<file path="src/rtl/servant_uart_loader.sv">
// Boot loader: receives a length-prefixed RAM image over an 8N1 UART and
// writes it word by word into the servant RAM through its Wishbone slave
// port, holding the CPU in reset until the image is complete.
module servant_uart_loader #(
  parameter int depth        = 256,
  parameter int aw           = $clog2(depth),
  parameter int clks_per_bit = 16
) (
  input  logic          i_wb_clk,
  input  logic          i_wb_rst,
  input  logic          i_rx,
  output logic [aw-1:2] o_wb_adr,
  output logic [31:0]   o_wb_dat,
  output logic [3:0]    o_wb_sel,
  output logic          o_wb_we,
  output logic          o_wb_cyc,
  input  logic          i_wb_ack,
  output logic          o_cpu_rst,
  output logic          o_done,
  output logic          o_err
);

  localparam int            CW   = $clog2(clks_per_bit);
  localparam logic [CW-1:0] FULL = CW'(clks_per_bit - 1);
  localparam logic [CW-1:0] HALF = CW'(clks_per_bit / 2 - 1);
  localparam logic [15:0]   MAXW = 16'(depth / 4);

  typedef enum logic [1:0] {RX_IDLE, RX_START, RX_DATA, RX_STOP} rx_state_t;
  typedef enum logic [2:0] {
    LD_LEN0, LD_LEN1, LD_DATA, LD_WRITE, LD_DONE, LD_ERR
  } ld_state_t;

  rx_state_t     rx_state, rx_next;
  ld_state_t     ld_state, ld_next;

  logic          rx_q1, rx_q2, rx_q3;
  logic [CW-1:0] cnt;
  logic [2:0]    bitn;
  logic [7:0]    shreg;
  logic          rx_stb, rx_ferr;

  logic [15:0]   count;
  logic [aw-3:0] idx;
  logic [31:0]   word;
  logic [1:0]    bcnt;
  logic          hold_vld;
  logic [7:0]    hold_byte;
  logic          ferr_pend;

  logic          rx_fall, tick_half, tick_full;
  logic          byte_vld, last_word;
  logic [7:0]    byte_in;
  logic [15:0]   cand;

  assign rx_fall   = rx_q3 & ~rx_q2;
  assign tick_half = (cnt == HALF);
  assign tick_full = (cnt == FULL);

  // A byte that arrived during a write waits in the holding register and
  // takes priority over the live strobe once the loader is back in DATA.
  assign byte_vld  = hold_vld | rx_stb;
  assign byte_in   = hold_vld ? hold_byte : shreg;
  assign cand      = {byte_in, count[7:0]};
  assign last_word = (16'(idx) + 16'd1) == count;

  // Input synchronizer plus one delay stage for falling-edge detection
  always_ff @(posedge i_wb_clk) begin
    if (i_wb_rst) begin
      rx_q1 <= 1'b1;
      rx_q2 <= 1'b1;
      rx_q3 <= 1'b1;
    end else begin
      rx_q1 <= i_rx;
      rx_q2 <= rx_q1;
      rx_q3 <= rx_q2;
    end
  end

  // Receiver state register
  always_ff @(posedge i_wb_clk) begin
    if (i_wb_rst) rx_state <= RX_IDLE;
    else          rx_state <= rx_next;
  end

  // Receiver next-state: start detect, false-start reject, 8 data bits, stop
  always_comb begin
    rx_next = rx_state;
    case (rx_state)
      RX_IDLE:  if (rx_fall) rx_next = RX_START;
      RX_START: if (tick_half) rx_next = rx_q2 ? RX_IDLE : RX_DATA;
      RX_DATA:  if (tick_full && bitn == 3'd7) rx_next = RX_STOP;
      RX_STOP:  if (tick_full) rx_next = RX_IDLE;
      default:  rx_next = RX_IDLE;
    endcase
  end

  // Receiver bit timing, shift register and one-cycle byte/framing strobes
  always_ff @(posedge i_wb_clk) begin
    if (i_wb_rst) begin
      cnt     <= '0;
      bitn    <= '0;
      shreg   <= '0;
      rx_stb  <= 1'b0;
      rx_ferr <= 1'b0;
    end else begin
      rx_stb  <= 1'b0;
      rx_ferr <= 1'b0;
      case (rx_state)
        RX_START: cnt <= tick_half ? '0 : cnt + 1'b1;
        RX_DATA: begin
          if (tick_full) begin
            cnt   <= '0;
            shreg <= {rx_q2, shreg[7:1]};
            bitn  <= bitn + 1'b1;
          end else begin
            cnt <= cnt + 1'b1;
          end
        end
        RX_STOP: begin
          if (tick_full) begin
            cnt     <= '0;
            rx_stb  <= rx_q2;
            rx_ferr <= ~rx_q2;
          end else begin
            cnt <= cnt + 1'b1;
          end
        end
        default: begin
          cnt  <= '0;
          bitn <= '0;
        end
      endcase
    end
  end

  // Loader state register
  always_ff @(posedge i_wb_clk) begin
    if (i_wb_rst) ld_state <= LD_LEN0;
    else          ld_state <= ld_next;
  end

  // Loader next-state: length header, word assembly, bus write, terminal states
  always_comb begin
    ld_next = ld_state;
    case (ld_state)
      LD_LEN0: begin
        if (rx_ferr)       ld_next = LD_ERR;
        else if (byte_vld) ld_next = LD_LEN1;
      end
      LD_LEN1: begin
        if (rx_ferr) ld_next = LD_ERR;
        else if (byte_vld) begin
          if (cand == 16'd0)     ld_next = LD_DONE;
          else if (cand > MAXW)  ld_next = LD_ERR;
          else                   ld_next = LD_DATA;
        end
      end
      LD_DATA: begin
        if (rx_ferr)                         ld_next = LD_ERR;
        else if (byte_vld && bcnt == 2'd3)   ld_next = LD_WRITE;
      end
      LD_WRITE: begin
        if (i_wb_ack) begin
          if (rx_ferr || ferr_pend) ld_next = LD_ERR;
          else if (last_word)       ld_next = LD_DONE;
          else                      ld_next = LD_DATA;
        end
      end
      LD_DONE: ld_next = LD_DONE;
      LD_ERR:  ld_next = LD_ERR;
      default: ld_next = LD_ERR;
    endcase
  end

  // Loader datapath: word count, little-endian assembly, holding byte, index
  always_ff @(posedge i_wb_clk) begin
    if (i_wb_rst) begin
      count     <= '0;
      idx       <= '0;
      word      <= '0;
      bcnt      <= '0;
      hold_vld  <= 1'b0;
      hold_byte <= '0;
      ferr_pend <= 1'b0;
    end else begin
      case (ld_state)
        LD_LEN0: if (byte_vld) count[7:0]  <= byte_in;
        LD_LEN1: if (byte_vld) count[15:8] <= byte_in;
        LD_DATA: begin
          if (byte_vld) begin
            word <= {byte_in, word[31:8]};
            bcnt <= bcnt + 1'b1;
          end
          hold_vld <= hold_vld & rx_stb;
          if (rx_stb) hold_byte <= shreg;
        end
        LD_WRITE: begin
          if (rx_stb) begin
            hold_vld  <= 1'b1;
            hold_byte <= shreg;
          end
          if (rx_ferr)  ferr_pend <= 1'b1;
          if (i_wb_ack) idx <= idx + 1'b1;
        end
        default: ;
      endcase
    end
  end

  assign o_wb_cyc  = (ld_state == LD_WRITE);
  assign o_wb_we   = o_wb_cyc;
  assign o_wb_sel  = {4{o_wb_cyc}};
  assign o_wb_adr  = idx;
  assign o_wb_dat  = word;
  assign o_done    = (ld_state == LD_DONE);
  assign o_err     = (ld_state == LD_ERR);
  assign o_cpu_rst = (ld_state != LD_DONE);

endmodule
</file>
<file path="config.mk">
export PLATFORM = sky130hd
export DESIGN_NAME = servant_uart_loader
export DESIGN_NICKNAME = d
export VERILOG_FILES = /design/src/rtl/servant_uart_loader.sv
export SDC_FILE = /design/constraint.sdc
export NUM_CORES = 1
export LEC_CHECK = 0
export ABC_AREA = 1
export BUFFER_PORTS_ARGS = -buffer_cell sky130_fd_sc_hd__buf_2
export CAP_MARGIN = 20
export CORE_MARGIN = 10
export CORE_UTILIZATION = 50
export DETAILED_ROUTE_END_ITERATION = 10
export GPL_TIMING_DRIVEN = 1
export MAX_ROUTING_LAYER = met4
export PLACE_DENSITY = 0.72
export SYNTH_ARGS = -nofsm -noshare
export SYNTH_HDL_FRONTEND = slang
export SYNTH_SLANG_ARGS = --single-unit
export TNS_END_PERCENT = 10
</file>
<file path="constraint.sdc">
create_clock -name i_wb_clk -period 1.4 [get_ports i_wb_clk]
set_input_delay 0.21 -clock i_wb_clk [delete_from_list [all_inputs] [get_ports i_wb_clk]]
set_output_delay 0.21 -clock i_wb_clk [all_outputs]
set_load 0.02 [all_outputs]
</file>
==> flow_summary.json <==
{
  "place_inst": 685,
  "required_ps": 1190,
  "hpwl_um": 6550,
  "ant_nets": 0,
  "vias": 3573,
  "startpoint_type": "flip-flop",
  "startpoint": "ld_state[0]",
  "reg2regPathDepth": 13,
  "drv_cap": 0,
  "ys_seq_area_share_pct": 48.1,
  "clock-root-buffer": "clkbuf_8",
  "hold_ws_ps": 42.9,
  "nets": 617,
  "max_stage_delay_ps": 360,
  "outcome": "finished with violations",
  "grt_util_all_layers_pct": 16.2,
  "viasPerCell": 5.02,
  "fin_cells": 712,
  "synth.distinct_cells": 32,
  "ir_worst_vdd_mv": 0.629,
  "synth_commonest_cells": "95 x nor2_1, 91 x dfxtp_1, 81 x nand2_1",
  "cts_buffer_depth": 2,
  "synthMostInstantiatedCell": "nor2_1",
  "critPathSlowestCell": "dfxtp_4",
  "start_util_pct": 51.7,
  "synth.top_cells.by_area": "dfxtp_1 48%, nor2_1 9.4%, o21ai_0 8.8%",
  "core_area_sq_um": 7330,
  "ys_warn_count": 0,
  "synth_cells": 518,
  "grt_antenna_before_repair": 0,
  "worst_pin_slew_ps": 313,
  "syn_to_final_growth_pct": 29.6,
  "crit_arrival_ps": 1280,
  "cts_buffers": 9,
  "io_buffer_count": 50,
  "worstPathCellList": "inv_1 -> nand2_2 -> buf_4 -> nor2_2 -> inv_1 -> buf_4",
  "die_area_sq_um": 11500,
  "netlist.area_leader.share_pct": 48.1,
  "htree_num_levels": 3,
  "timing.rr.end": "ld_state[1]",
  "cts_num_sinks": 91,
  "p_leak_nw": 2.29,
  "wire_per_inst_um": 13.0,
  "die_w_um": 107,
  "grt_pass1_vias": 3372,
  "setup_viol_count_final": 19,
  "rows": 31,
  "fmax_ghz": 0.670,
  "ys_ff_latch": 91,
  "finalWirelength_um": 9290,
  "cts_tree": "done",
  "synthFlopType": "dfxtp_1",
  "grt_setup_unrepaired": "yes",
  "critPathKind": "reg -> out",
  "violations": "negative setup slack",
  "cp_max_fo": 4,
  "grt_max_degree": 34,
  "drt_iter0_markers": 127,
  "setup_slack_ps": -93.0,
  "end_kind": "output port",
  "setup_tns_ps": -781,
  "finalCritPeriodShare_pct": 107,
  "synth_edf_count": 0,
  "drt-pass1-iter-count": 5,
  "gr-total-overflow": 0,
  "synth.avg_cell_area_sq_um": 7.32,
  "power_density_nw_per_um2": 1050,
  "grt_pass1_wl_um": 15100,
  "finalInstanceArea_sq_um": 4910,
  "hold_path.class": "in -> reg",
  "hold_violations": 0,
  "synthArstFlopShare_pct": 0,
  "antennaDiodeCount": 0,
  "route.detailed.drc": 0,
  "postPlaceCellArea_sq_um": 4400,
  "syn_nets": 527,
  "final_layout_size_suffix_gt1_share_pct": 27.4,
  "gp_congestion": 0.852,
  "yosys.area.top_type": "dfxtp_1",
  "maxSlewViolCount": 0,
  "crit_end": "o_cpu_rst",
  "max-slew-margin-rel_pct": 79.1,
  "final.min_clock_period_ps": 1490,
  "syn_area_sq_um": 3790,
  "fin_worst_skew_ps": 8.00,
  "rrSetupSlack_ps": -80,
  "r2r-start": "o_wb_adr[2]",
  "clk_latency_ps": 350,
  "clkTransAtPathRegs_ps": 90,
  "die-height_um": 107,
  "ios": 51
}
[how the worst min path moves through the flow]
stage / start / to / slack [ps] / cells after the start
floorplan: i_rx / rx_q1 / 310 / 1
global placement: rx_q1 / rx_q2 / 390 / 1
detailed placement: rx_q1 / rx_q2 / 400 / 1
CTS: i_rx / rx_q1 / 30 / 2
finish: i_rx / rx_q1 / 40 / 2
global route: i_rx / rx_q1 / 40 / 2
[metrics by stage]
step           worst slack, ps  total power [mW]  utilization, %
6_report                 -93.0              5.14            67.0
3_3_place_gp              -171              2.99            60.0
2_1_floorplan            -54.6              2.87               -
3_5_place_dp              -185              2.99            60.0
5_1_grt                   -197              5.32            67.0
4_1_cts                   -140              5.14            64.4
[cells in the final DEF (no fill, tap or decap), drive strengths merged]
cell type / netlist / routed
a211oi: 3 / 3
a21oi: 48 / 48
a31oi: 2 / 2
buf: 10 / 104
bufinv: 0 / 3
clkbuf: 15 / 9
clkinv: 0 / 2
clkinvlp: 0 / 1
dfxtp: 91 / 91
ha: 5 / 5
inv: 52 / 53
nand2: 82 / 82
nand3: 18 / 18
nand4: 5 / 5
nor2: 97 / 97
nor3: 3 / 3
nor3b: 1 / 1
o211ai: 1 / 1
o21a: 2 / 2
o21ai: 74 / 74
o21bai: 1 / 1
o22ai: 2 / 2
or2: 2 / 2
xnor3: 1 / 1
xor2: 3 / 3
[layer usage]
metal	wire length (um)	GRT usage [%]	vias to the layer above
met4	139	5.13	0
met1	4200	19.2	1635
met5	0	-	-
met3	514	4.73	13
met2	4430	25.9	75
li1	-	-	1850
[what timing repair did]
action                     in CTS  in global routing
resized for setup              23                 43
setup endpoints to repair      29                 73
buffers inserted                3                  7
pin swaps                       1                 17
cloned                          0                  1
hold buffers                    0                  0
[registers in the layout, summed over array words and instances, names as in the netlist, named ones only]
register,count
bcnt,2
bitn,3
cnt,4
count,16
ferr_pend,1
hold_byte,8
hold_vld,1
ld_state,3
o_wb_adr,6
o_wb_dat,32
rx_ferr,1
rx_q1,1
rx_q2,1
rx_q3,1
rx_state,1
rx_stb,1
shreg,8
[power by group]
group	internal, mW	total [mW]	switching (mW)	leakage [nW]
Combinational	0.139	0.349	0.210	1.43
Clock	1.20	2.16	0.961	0.124
Sequential	2.61	2.63	0.0227	0.739
Total	3.95	5.14	1.19	2.29
[kinds of logic (layout without fill, tap and decap cells)]
logic type               Yosys count  in the layout  synth area share [%]
AND/OR/NAND/NOR                  208            208                  22.3
flip-flops                        91             91                  48.1
AO/OA/AOI/OAI                    133            133                  18.3
buffers and inverters             77            172                  8.42
adder cells (fa/ha/maj)            5              5                  1.65
XOR/XNOR                           4              4                  1.29
[critical path, delay by kind of cell (launching register included)]
kind	cells	cell delay, ps
flip-flops	1	360
buffers and inverters	4	420
AND/OR/NAND/NOR	2	140
[final cells by class]
cell class              instances  area (sq um)
flip-flops and latches         91          1840
inverters                      52           204
multi-input cells             350          1790
fillers                       626          2420
clock inverters                 7           121
clock buffers                   9           124
repair buffers                104           713
well taps                      99           124
Power figures use the tool's default switching activity.
